## config.mk

```make
export PLATFORM = sky130hd
export DESIGN_NAME = btn_press_repeat
export DESIGN_NICKNAME = d
export VERILOG_FILES = /design/src/rtl/btn_press_repeat_pkg.sv /design/src/rtl/btn_press_repeat_chan.sv /design/src/rtl/btn_press_repeat.sv
export SDC_FILE = /design/constraint.sdc
export NUM_CORES = 1
export LEC_CHECK = 0
export CORE_UTILIZATION = 55
export CTS_CLUSTER_DIAMETER = 200
export DETAILED_ROUTE_END_ITERATION = 7
export GPL_ROUTABILITY_DRIVEN = 0
export PLACE_DENSITY = 0.72
export SLEW_MARGIN = 15
export SYNTH_ARGS = -nofsm -noshare
export SYNTH_HDL_FRONTEND = slang
export SYNTH_HIERARCHICAL = 1
export SYNTH_SLANG_ARGS = --single-unit
```

## constraint.sdc

```tcl
create_clock -name clk -period 5.55 [get_ports clk]
set_input_delay 0.8325 -clock clk [delete_from_list [all_inputs] [get_ports clk]]
set_output_delay 0.8325 -clock clk [all_outputs]
set_load 0.03 [all_outputs]
```

## src/rtl/btn_press_repeat_pkg.sv

```systemverilog
// rtl/btn_press_repeat_pkg.sv - shared repeat-FSM encoding and counter width
// Purpose: common constants/types for the button front-end.
// Contents: CNT_W (debounce/repeat counter width), cnt_t, rpt_state_e.
package btn_press_repeat_pkg;

  localparam int CNT_W = 16;

  typedef logic [CNT_W-1:0] cnt_t;

  typedef enum logic [1:0] {
    ST_IDLE = 2'd0,
    ST_WAIT = 2'd1,
    ST_RPT  = 2'd2
  } rpt_state_e;

endpackage

```

## src/rtl/btn_press_repeat_chan.sv

```systemverilog
// rtl/btn_press_repeat_chan.sv - one button channel: sync, debounce, press/release/repeat
// Purpose: turns one raw asynchronous button level into clean single-cycle pulses.
// Ports:
//   clk, rst   : clock, synchronous active-high reset
//   tick_i     : shared 1 ms tick (one cycle wide)
//   btn_i      : raw button level, 1 = pressed
//   hold_o     : debounced level
//   press_o    : 1-cycle pulse on accepted 0->1
//   release_o  : 1-cycle pulse on accepted 1->0
//   repeat_o   : 1-cycle auto-repeat pulse while held
module btn_press_repeat_chan
  import btn_press_repeat_pkg::*;
#(
  parameter int DEBOUNCE_MS = 10,
  parameter int DELAY_MS    = 500,
  parameter int RATE_MS     = 100
) (
  input  logic clk,
  input  logic rst,
  input  logic tick_i,
  input  logic btn_i,
  output logic hold_o,
  output logic press_o,
  output logic release_o,
  output logic repeat_o
);

  localparam cnt_t DEB_LAST  = cnt_t'(DEBOUNCE_MS - 1);
  localparam cnt_t DLY_LAST  = cnt_t'(DELAY_MS - 1);
  localparam cnt_t RATE_LAST = cnt_t'(RATE_MS - 1);

  logic       s1_q, s2_q;
  logic       lvl_q, lvl_d;
  cnt_t       dcnt_q, dcnt_d;
  cnt_t       rcnt_q, rcnt_d;
  rpt_state_e state_q, state_d;
  logic       press_q, release_q, repeat_q;
  logic       rise, fall, rpt_d;

  // Debounce: the synchronized level must disagree with the accepted level
  // across DEBOUNCE_MS consecutive ticks; any agreement restarts the count.
  always_comb begin
    lvl_d  = lvl_q;
    dcnt_d = dcnt_q;
    if (s2_q == lvl_q) begin
      dcnt_d = '0;
    end else if (tick_i) begin
      if (dcnt_q == DEB_LAST) begin
        lvl_d  = s2_q;
        dcnt_d = '0;
      end else begin
        dcnt_d = dcnt_q + cnt_t'(1);
      end
    end
  end

  // Edges are taken on the next-state level so press/repeat/release all come
  // out of registers with the same one-cycle alignment.
  assign rise = lvl_d & ~lvl_q;
  assign fall = ~lvl_d & lvl_q;

  // Repeat FSM; a falling level wins over a coincident repeat tick.
  always_comb begin
    state_d = state_q;
    rcnt_d  = rcnt_q;
    rpt_d   = 1'b0;
    if (fall) begin
      state_d = ST_IDLE;
      rcnt_d  = '0;
    end else begin
      unique case (state_q)
        ST_IDLE: begin
          if (rise) begin
            state_d = ST_WAIT;
            rcnt_d  = '0;
          end
        end
        ST_WAIT: begin
          if (tick_i) begin
            if (rcnt_q == DLY_LAST) begin
              rpt_d   = 1'b1;
              state_d = ST_RPT;
              rcnt_d  = '0;
            end else begin
              rcnt_d = rcnt_q + cnt_t'(1);
            end
          end
        end
        ST_RPT: begin
          if (tick_i) begin
            if (rcnt_q == RATE_LAST) begin
              rpt_d  = 1'b1;
              rcnt_d = '0;
            end else begin
              rcnt_d = rcnt_q + cnt_t'(1);
            end
          end
        end
        default: begin
          state_d = ST_IDLE;
          rcnt_d  = '0;
        end
      endcase
    end
  end

  always_ff @(posedge clk) begin
    if (rst) begin
      s1_q      <= 1'b0;
      s2_q      <= 1'b0;
      lvl_q     <= 1'b0;
      dcnt_q    <= '0;
      rcnt_q    <= '0;
      state_q   <= ST_IDLE;
      press_q   <= 1'b0;
      release_q <= 1'b0;
      repeat_q  <= 1'b0;
    end else begin
      s1_q      <= btn_i;
      s2_q      <= s1_q;
      lvl_q     <= lvl_d;
      dcnt_q    <= dcnt_d;
      rcnt_q    <= rcnt_d;
      state_q   <= state_d;
      press_q   <= rise;
      release_q <= fall;
      repeat_q  <= rpt_d;
    end
  end

  assign hold_o    = lvl_q;
  assign press_o   = press_q;
  assign release_o = release_q;
  assign repeat_o  = repeat_q;

endmodule

```

## src/rtl/btn_press_repeat.sv

```systemverilog
// rtl/btn_press_repeat.sv - N-channel debounced button front-end with auto-repeat
// Purpose: shared 1 ms prescaler plus one btn_press_repeat_chan per button.
// Ports:
//   clk, rst   : clock, synchronous active-high reset
//   btn_i      : N raw button levels, 1 = pressed
//   hold_o     : N debounced levels
//   press_o    : N 1-cycle pulses on accepted press
//   release_o  : N 1-cycle pulses on accepted release
//   repeat_o   : N 1-cycle auto-repeat pulses
//   event_o    : press_o | repeat_o (typematic stream)
module btn_press_repeat
  import btn_press_repeat_pkg::*;
#(
  parameter int CLK_FREQ    = 100,
  parameter int TICK_CYCLES = CLK_FREQ * 1000,
  parameter int N           = 4,
  parameter int DEBOUNCE_MS = 10,
  parameter int DELAY_MS    = 500,
  parameter int RATE_MS     = 100
) (
  input  logic         clk,
  input  logic         rst,
  input  logic [N-1:0] btn_i,
  output logic [N-1:0] hold_o,
  output logic [N-1:0] press_o,
  output logic [N-1:0] release_o,
  output logic [N-1:0] repeat_o,
  output logic [N-1:0] event_o
);

  localparam int PW = (TICK_CYCLES > 1) ? $clog2(TICK_CYCLES) : 1;
  localparam logic [PW-1:0] PCNT_LAST = PW'(TICK_CYCLES - 1);

  if (TICK_CYCLES < 1) begin : g_bad_tick
    $error("btn_press_repeat: TICK_CYCLES must be >= 1");
  end
  if (DEBOUNCE_MS < 1 || DEBOUNCE_MS > 2**CNT_W) begin : g_bad_deb
    $error("btn_press_repeat: DEBOUNCE_MS out of counter range");
  end
  if (DELAY_MS < 1 || DELAY_MS > 2**CNT_W) begin : g_bad_dly
    $error("btn_press_repeat: DELAY_MS out of counter range");
  end
  if (RATE_MS < 1 || RATE_MS > 2**CNT_W) begin : g_bad_rate
    $error("btn_press_repeat: RATE_MS out of counter range");
  end

  logic [PW-1:0] pcnt_q, pcnt_d;
  logic          tick;

  // With TICK_CYCLES == 1 the counter sits at 0 and tick is permanently high.
  assign tick   = (pcnt_q == PCNT_LAST);
  assign pcnt_d = tick ? '0 : pcnt_q + PW'(1);

  always_ff @(posedge clk) begin
    if (rst) begin
      pcnt_q <= '0;
    end else begin
      pcnt_q <= pcnt_d;
    end
  end

  for (genvar g = 0; g < N; g++) begin : g_chan
    btn_press_repeat_chan #(
      .DEBOUNCE_MS(DEBOUNCE_MS),
      .DELAY_MS   (DELAY_MS),
      .RATE_MS    (RATE_MS)
    ) u_chan (
      .clk      (clk),
      .rst      (rst),
      .tick_i   (tick),
      .btn_i    (btn_i[g]),
      .hold_o   (hold_o[g]),
      .press_o  (press_o[g]),
      .release_o(release_o[g]),
      .repeat_o (repeat_o[g])
    );
  end

  assign event_o = press_o | repeat_o;

endmodule

```

Yosys cells after proc, flatten, opt, wreduce, memory -nomap -nowiden

Cells that the tools add are included.
Widths: inputs -> output; s select.

Add/sub/neg operators: 9
Equality and inequality tests: 41
Mux-type cells: 76
Bitwise logic cells: 21
Reduce and logical (&&, ||, !) cells: 21

Operators by type and width:

| kind                  | number |
|---|---|
| $mux 16               | 24 |
| $pmux 16 s3           | 4 |
| $add 16x1->16 const B | 8 |
| $eq 16x4->1 const B   | 4 |
| $eq 16x7->1 const B   | 4 |
| $eq 16x9->1 const B   | 4 |
| $mux 1                | 28 |
| $mux 2                | 12 |
| $pmux 2 s3            | 4 |
| $reduce_or 2->1       | 9 |
| $add 17x1->17 const B | 1 |
| $eq 17x17->1 const B  | 1 |
| $ne 2x1->1 const B    | 8 |
| $ne 2x2->1 const B    | 8 |
| $reduce_and 4->1      | 4 |
| $not 1->1             | 12 |
| $reduce_and 3->1      | 4 |
| $and 1x1->1           | 8 |
| $eq 2x1->1 const B    | 4 |
| $eq 2x2->1 const B    | 4 |
| $logic_not 2->1       | 4 |
| $pmux 1 s2            | 4 |
| $eq 1x1->1            | 4 |
| $or 4x4->4            | 1 |

Register bits: 177
Input bits: 6
Output and inout bits: 20
Logic and storage cells: 205

Logic depth before layout (Yosys ltp)

Depth after elaboration: 7
Depth in mapped cells: 12
Gate-level depth less buffers: 9

Cells and area by module

The synthesis kept the hierarchy.

Modules (own cells, without submodules):

| module                                        | times used | cells each | area each (um2) | sequential area each (um2) |
|---|---|---|---|---|
| btn_press_repeat_chan at g_chan[0].u_chan ... | 3          | 265        | 2,240.9         | 800.8 |
| btn_press_repeat_chan at g_chan[3].u_chan     | 1          | 253        | 2,109.5         | 800.8 |
| btn_press_repeat                              | 1          | 92         | 829.5           | 340.3 |

Least setup slack after synthesis

No wires, ideal clock.

Kind: flip-flop to flip-flop
Start point: register pcnt_q[0]
End point: register g_chan[3].u_chan.rcnt_q[9]
Setup time: 0.074 ns
Data arrival time: 3.039 ns
Required time: 5.476 ns
Setup slack: 2.437 ns
Stages on the path, launching flop included: 12
Path buffers: 2
Period minus slack after synthesis: 3.113 ns
Cells stage by stage: dfxtp_1 -> ha_1 -> nand4_4 -> or2_4 -> nor4_1 -> buf_2 -> nor4bb_1 -> and4_1 -> buf_4 -> a21oi_2 -> or4_1 -> a31oi_1

Cells in the longest elaborated chain, start to end: 6
Elaborated cells on any way between the ends: 11
Classes of those cells: 4 x eq/ne; 2 x mux; 3 x bitwise; 2 x reduce/logical

Ends and longest elaborated chain:

| what                                                                 | line                                                     | text |
|---|---|---|
| start: declaration                                                   | btn_press_repeat.sv:47                                   | `logic [PW-1:0] pcnt_q, pcnt_d;` |
| start signal: assignment                                             | btn_press_repeat.sv:58                                   | `pcnt_q <= pcnt_d;` |
| $eq 17x17->1 *                                                       | btn_press_repeat.sv:51                                   | `assign tick = (pcnt_q == PCNT_LAST);` |
| named net tick                                                       | btn_press_repeat.sv:48                                   | `logic tick;` |
| $mux 1                                                               | btn_press_repeat_chan.sv:47                              | `end else if (tick_i) begin` |
| $mux 1                                                               | btn_press_repeat_chan.sv:45                              | `if (s2_q == lvl_q) begin` |
| $and 1x1->1 or $not 1->1 (tied branches)                             | btn_press_repeat_chan.sv:59, btn_press_repeat_chan.sv:60 |  |
| $ne 2x1->1 (no source line) or $and 1x1->1 (tied branches)           | -                                                        |  |
| $reduce_and 3->1 (no source line) or $reduce_or 2->1 (tied branches) | -                                                        |  |
| end signal: assignment                                               | btn_press_repeat_chan.sv:123                             | `rcnt_q <= rcnt_d;` |
| end: declaration                                                     | btn_press_repeat_chan.sv:35                              | `cnt_t rcnt_q, rcnt_d;` |

The timed path passes the listed nets; every way through them passes the cells marked *.
A chain may end at the register's enable or synchronous reset.

Worst setup path after layout

Same ends and word-level chain as after synthesis.

==> metrics.md <==
| Metric | Value |
|---|---|
| # port buffers | 25 |
| # nets final | between 1000 and 1500 |
| Vias in the first global route | about 7600 |
| Leakage | 3.226 nW |
| Post-DP Area | a little under 0.01 mm² |
| DR pass1 iterations | 7 |
| Global Route Usage Sum | 23.41% |
| Global-route wire length before repair | between 30 and 40 mm |
| RSZ-0062 raised after global routing | false |
| Worst slew pin tran | 1028 ps |
| Net Sw Power | 700.4 µW |
| Filler instances | 1502 |
| Clk_lat worst skew | roughly 430 ps |
| ANT nets after route | 0 |
| Number of distinct library cells after synthesis | 70 |
| Starting Density | ~56% |
| Setup ws final | roughly 2000 ps |
| Commonest cells after routing, fill and taps aside | 177 x dfxtp_1, 98 x nor2_1, 94 x nand2_1 |
| Die area | between 0.015 and 0.02 mm² |
| Max_cap viols | 0 |
| Hold_buf cts | 0 |
| Area delta synth->final | 9.441% |
| Share of layout cells above drive strength 1 | between 6 and 7% |
| Switch share | roughly 24% |
| Routed wire per std cell | ~15 µm |
| PwrDens | 271.7 mW/mm² |
| CP Max Fanout | 43 |
| Internal power | roughly 2.2 mW |
| CP max stage cell | or4_1 |
| Initial antenna violation count | 0 |
| Worst slack at placement | slightly above 2000 ps |
| Clock Sinks | 177 |
| VDD IR-drop max | around 0.23 mV |
| Pins Over Slew Limit | 0 |
| Routed vias/inst | 6.159 |
| Iter 0 DRT Violations | 610 |
| Critical path class | flop to flop |
| Synthesized instance count | 1140 |
| TritonCTS clock tree | done |
| CTS buffer count | 17 |
| Register area share after synthesis | 36.67% |
| Period minus WS final | 3509 ps |
| Height of the die | 134.5 µm |
| CP top delay family | simple AND/OR/NAND/NOR gates |
| Clock Path Buffers | 2 |
| CTS resizes | 0 |
| Design area | between 0.01 and 0.015 mm² |
| Startpoint Class | flop |
| Yosys warns | 6 |
| Main synth FF type | dfxtp_1 |
| Fmax achieved | around 280 MHz |
| Leading cell type in the layout, fill and taps excluded | dfxtp_1 |
| Clock share of power | 44.8% |
| WL final | 20.52 mm |
| Syn_nets | 1171 |
| Total negative setup slack | 0 ps |
| Standard-cell row count | 48 |
| # Post-CTS Setup Buffers | 0 |
| Req. time, crit path | ~5900 ps |
| Count of buffer and inverter cells on the critical path | 1 |
| Hpwl dp | ~14 mm |
| Fin. Hold Viols | 0 |
| HP Class | flop to flop |
| Nature of the critical path endpoint | flop |
| Reg clk slew, reported paths | 60 ps |
| Reg power frac | between 40 and 50% |
| DRC | 0 |
| Final Setup Violations | 0 |
| Remaining Overflow, GRT | 0 |
| Slowest stage delay, CP | 540 ps |
| Tcrit/Tclk final | 63.22% |
| Vias | ~8500 |
| Core area | approximately 0.017 mm² |
| Avg Inst Size Synth | 8.475 µm² |
| Synth Register Bits | between 150 and 200 |
| Clock skew | ~8.3 ps |
| Largest net degree at the start of global routing | 44 |
| Worst slew margin | 31.46% |
| Arr. time, crit path | just under 4000 ps |
| H-tree levels | 4 |
| Combinational power share | ~10% |
| Number of enable flip-flop cells after synthesis | 0 |
| Ys async rst share | 0% |
| Die width | 134.5 µm |
| Syn Std Cell Area | approximately 0.0097 mm² |
| Clock root buffer | clkbuf_16 |
| # diodes | 0 |
| # IOs | 26 |
| Run status | finished, final reports clean |
| Crit-path cells | ha_1 > nand4_4 > or2_4 > nor4_2 > buf_4 > nor4bb_1 > and4_1 > a21oi_2 > or4_1 > a31oi_1 |
==> final timing paths <==
| check | startpoint | to | slack [ps] | cells after the start |
|---|---|---|---|---|
| setup / recovery | pcnt_q[0] | g_chan[3].u_chan/rcnt_q[9] | 2040 | 10 |
| hold / removal | g_chan[0].u_chan/s1_q | g_chan[0].u_chan/s2_q | 440 | 1 |
| setup reg to reg | pcnt_q[0] | g_chan[3].u_chan/rcnt_q[9] | 2040 | 10 |
| hold reg to reg | g_chan[0].u_chan/s1_q | g_chan[0].u_chan/s2_q | 440 | 1 |
==> layer usage <==
layer	global-route usage [%]	vias to the layer above	routed length, µm
li1	-	4215	-
met1	31.92	3992	9827
met2	37.88	234	9525
met3	3.904	21	914
met4	7.179	0	254
met5	0	-	0
==> registers in the layout, summed over array words and instances (netlist names) <==
signal and count:
g_chan.u_chan/press_o 4, pcnt_q 17, g_chan.u_chan/s1_q 4, g_chan.u_chan/state_q 8, g_chan.u_chan/rcnt_q 64, g_chan.u_chan/s2_q 4
g_chan.u_chan/dcnt_q 64, g_chan.u_chan/hold_o 4, g_chan.u_chan/repeat_o 4, g_chan.u_chan/release_o 4
==> power by group through the flow <==
stage	Combinational, mW	Sequential [mW]	Clock (mW)
after floorplan	0.250	1.32	0
after global placement	0.285	1.32	0
after detailed placement	0.284	1.32	0
after CTS	0.288	1.29	1.31
after global routing	0.321	1.29	1.37
final	0.292	1.29	1.29
==> cells in the mapped netlist (all sizes together) (14+ instances only) <==
library cell / n / share of area, %
o21a: 14 / 1.1
nor2: 101 / 4.0
a21oi: 44 / 2.8
or2: 17 / 1.1
nor4: 34 / 2.9
ha: 25 / 3.2
nand2: 94 / 3.7
a32oi: 27 / 2.4
nor2b: 20 / 1.3
and3: 21 / 1.4
nand3: 66 / 3.4
dfxtp: 177 / 37
nand4: 78 / 5.2
xor2: 36 / 3.3
o22ai: 18 / 1.2
clkbuf: 18 / 0.71
or3: 18 / 1.2
buf: 30 / 2.2
xnor2: 35 / 3.2
o21ai: 30 / 1.6
mux2i: 14 / 1.5
nor3: 43 / 2.2
inv: 38 / 1.5
==> cells by family (layout without fill, tap and decap cells) <==
| family | count (synthesis) | count (layout) | synth area share [%] |
|---|---|---|---|
| compound gates | 202 | 202 | 15.15 |
| xor+xnor | 71 | 71 | 6.436 |
| fa+ha+maj | 25 | 25 | 3.238 |
| buf+inv | 86 | 95 | 4.351 |
| flops | 177 | 177 | 36.67 |
| mux | 14 | 14 | 1.450 |
| simple gates | 565 | 565 | 32.70 |
==> metrics by stage <==
| step | hold WS [ps] | power [mW] | util (%) | std cells |
|---|---|---|---|---|
| 2_1_floorplan | 413.8 | 1.568 | - | 1140 |
| 3_3_place_gp | 422.5 | 1.605 | 57.65 | 1344 |
| 3_5_place_dp | 426.9 | 1.606 | 57.65 | 1344 |
| 4_1_cts | 442.4 | 2.894 | 61.35 | 1374 |
| 5_1_grt | 460.6 | 2.986 | 61.35 | 1374 |
| 6_report | 437.5 | 2.873 | 61.35 | 1374 |
==> worst register-to-register path, cell delays in order, from the launching register on <==
cell and delay [ps]:
dfxtp_1 370, ha_1 280, nand4_4 150, or2_4 300
nor4_2 260, buf_4 440, nor4bb_1 270, and4_1 410
a21oi_2 250, or4_1 550, a31oi_1 170
==> area by class of cell <==
type,count,area (µm²),area share [%]
clock inverter,8,152.6,1.444
inverter,38,142.6,1.349
clock buffer,22,484.2,4.579
multi-input combinational,877,5704,53.95
sequential,177,3543,33.51
tap,225,281.5,2.662
timing repair buffer,27,265.3,2.509
No activity file was read; power rests on OpenSTA's default activity.
==> edit (same flow settings) <==
The parameter `N` goes from 4 to 8.
--- a/src/rtl/btn_press_repeat.sv
+++ b/src/rtl/btn_press_repeat.sv
@@ -13,7 +13,7 @@
 #(
   parameter int CLK_FREQ    = 100,
   parameter int TICK_CYCLES = CLK_FREQ * 1000,
-  parameter int N           = 4,
+  parameter int N           = 8,
   parameter int DEBOUNCE_MS = 10,
   parameter int DELAY_MS    = 500,
   parameter int RATE_MS     = 100
Interface: changed (6 resized); port bits go from 26 to 50. No check against the original RTL was run, so the function may have changed too.
==> edit against the unedited design <==
  * Cell count up 96%
  * Synthesized area up 94%
  * Critical path type unchanged
  * Critical endpoint is now g_chan[1].u_chan/rcnt_q[4]
  * Setup slack worse by 0.17 ns
  * Total power up 100%
  * Wire length up 100%
  * Design area up 95%
  * Sequential cell count up 160
  * First-iteration DRC count up 83%
==> edit: results <==
set metrics [dict create \
    grt_pass1_wl_um 70600 \
    tightestPinTransition_ns 1.04 \
    grt_max_degree 56 \
    place_ws_ns 1.95 \
    post_drt_wl_per_cell_um 15.4 \
    htreeDepth 2 \
    postCtsSetupBuffers 0 \
    nNetsFinal 2271 \
    critPathMaxFanout 55 \
    drtIter0Drc 1117 \
    cts_max_path_buffers 3 \
    ir_drop_uv 212 \
    top_regs "g_chan.u_chan/dcnt_q: 128 flops, g_chan.u_chan/rcnt_q: 128 flops, pcnt_q: 17 flops" \
    crit_path_top_delay_cell "buf_4" \
    synthTopCellsByArea "dfxtp_1 (36%), nand4_1 (5.5%), nand3_1 (3.8%)" \
    arrival_ns 4.08 \
    skew_ns 0.0104 \
    port_buffers 49 \
    vias 16500 \
    post-place-cells 2619 \
    fmax_mhz 272 \
    synth_cell_types 55 \
    cts_buffers 39 \
    firstDrtPassIters 7 \
    outcome "complete, no violations" \
    seq_area_frac_synth_pct 35.9 \
    regToRegSetupSlack_ns 1.87 \
    post_cts_resized 0 \
    drive_above_1_share_pct 6.83 \
    hpwl_um 28100 \
    synth_area_per_cell_sq_um 8.48 \
    p_leak_nw 6.27 \
    vias_per_cell 6.15 \
    grt_util_all_layers_pct 23.0 \
    clk_latency_ns 0.52 \
    ys_top_cells_by_count "dfxtp_1 (337), nand2_1 (173), nor2_1 (170)" \
    grt_pass1_vias 15200 \
]
edit: cell families (layout without fill, tap and decap cells):
logic type	count (synthesis)	after routing	share of synthesized area (%)
flip-flops	337	337	35.9
multiplexers	32	32	1.71
adder cells (fa/ha/maj)	49	49	3.26
buffers and inverters	173	196	4.57
XOR/XNOR	127	127	5.92
AND/OR/NAND/NOR	1089	1089	32.9
AO/OA/AOI/OAI	409	409	15.8
edit: report_power, final:
part,switching (mW),total [mW],internal (mW)
Sequential,0.0179,2.46,2.44
Clock,0.990,2.65,1.66
Combinational,0.435,0.624,0.190
edit: worst paths after layout:
| path | from | endpoint | cells past startpoint |
|---|---|---|---|
| hold reg to reg | g_chan[3].u_chan/s1_q | g_chan[3].u_chan/s2_q | 1 |
| hold / removal | g_chan[3].u_chan/s1_q | g_chan[3].u_chan/s2_q | 1 |
| setup reg to reg | pcnt_q[0] | g_chan[1].u_chan/rcnt_q[4] | 10 |
| setup / recovery | pcnt_q[0] | g_chan[1].u_chan/rcnt_q[4] | 10 |
edit: area by class of cell:
class,instances,area [sq um]
tap,448,561
fill,2968,12900
clock buffer,51,1090
multi-input combinational,1706,11200
sequential,337,6750
inverter,75,282
timing repair buffer,53,515
clock inverter,17,238
edit: routing by layer:
metal	GRT usage, %	up-vias	part of all wire (%)
li1	-	8253	-
met2	38.0	434	46
met1	31.5	7786	47
met4	6.18	0	1.5
met3	3.07	55	5.1
met5	0	-	0
edit: critical path: cells and delay by family, from the launching register on:
kind                       cells  cell delay (ns)
AOI/OAI and AO/OA              2             0.68
and+or+nand+nor                5             1.55
DFF                            1             0.37
adders and majority gates      1             0.28
buffers and inverters          1             0.53
muxes                          1             0.11
edit: through the flow:
stage / cell area, sq um / hold WS, ns
2_1_floorplan: 18800 / 0.414
3_3_place_gp: 19300 / 0.416
3_5_place_dp: 19300 / 0.424
4_1_cts: 20600 / 0.438
5_1_grt: 20600 / 0.447
6_report: 20600 / 0.432
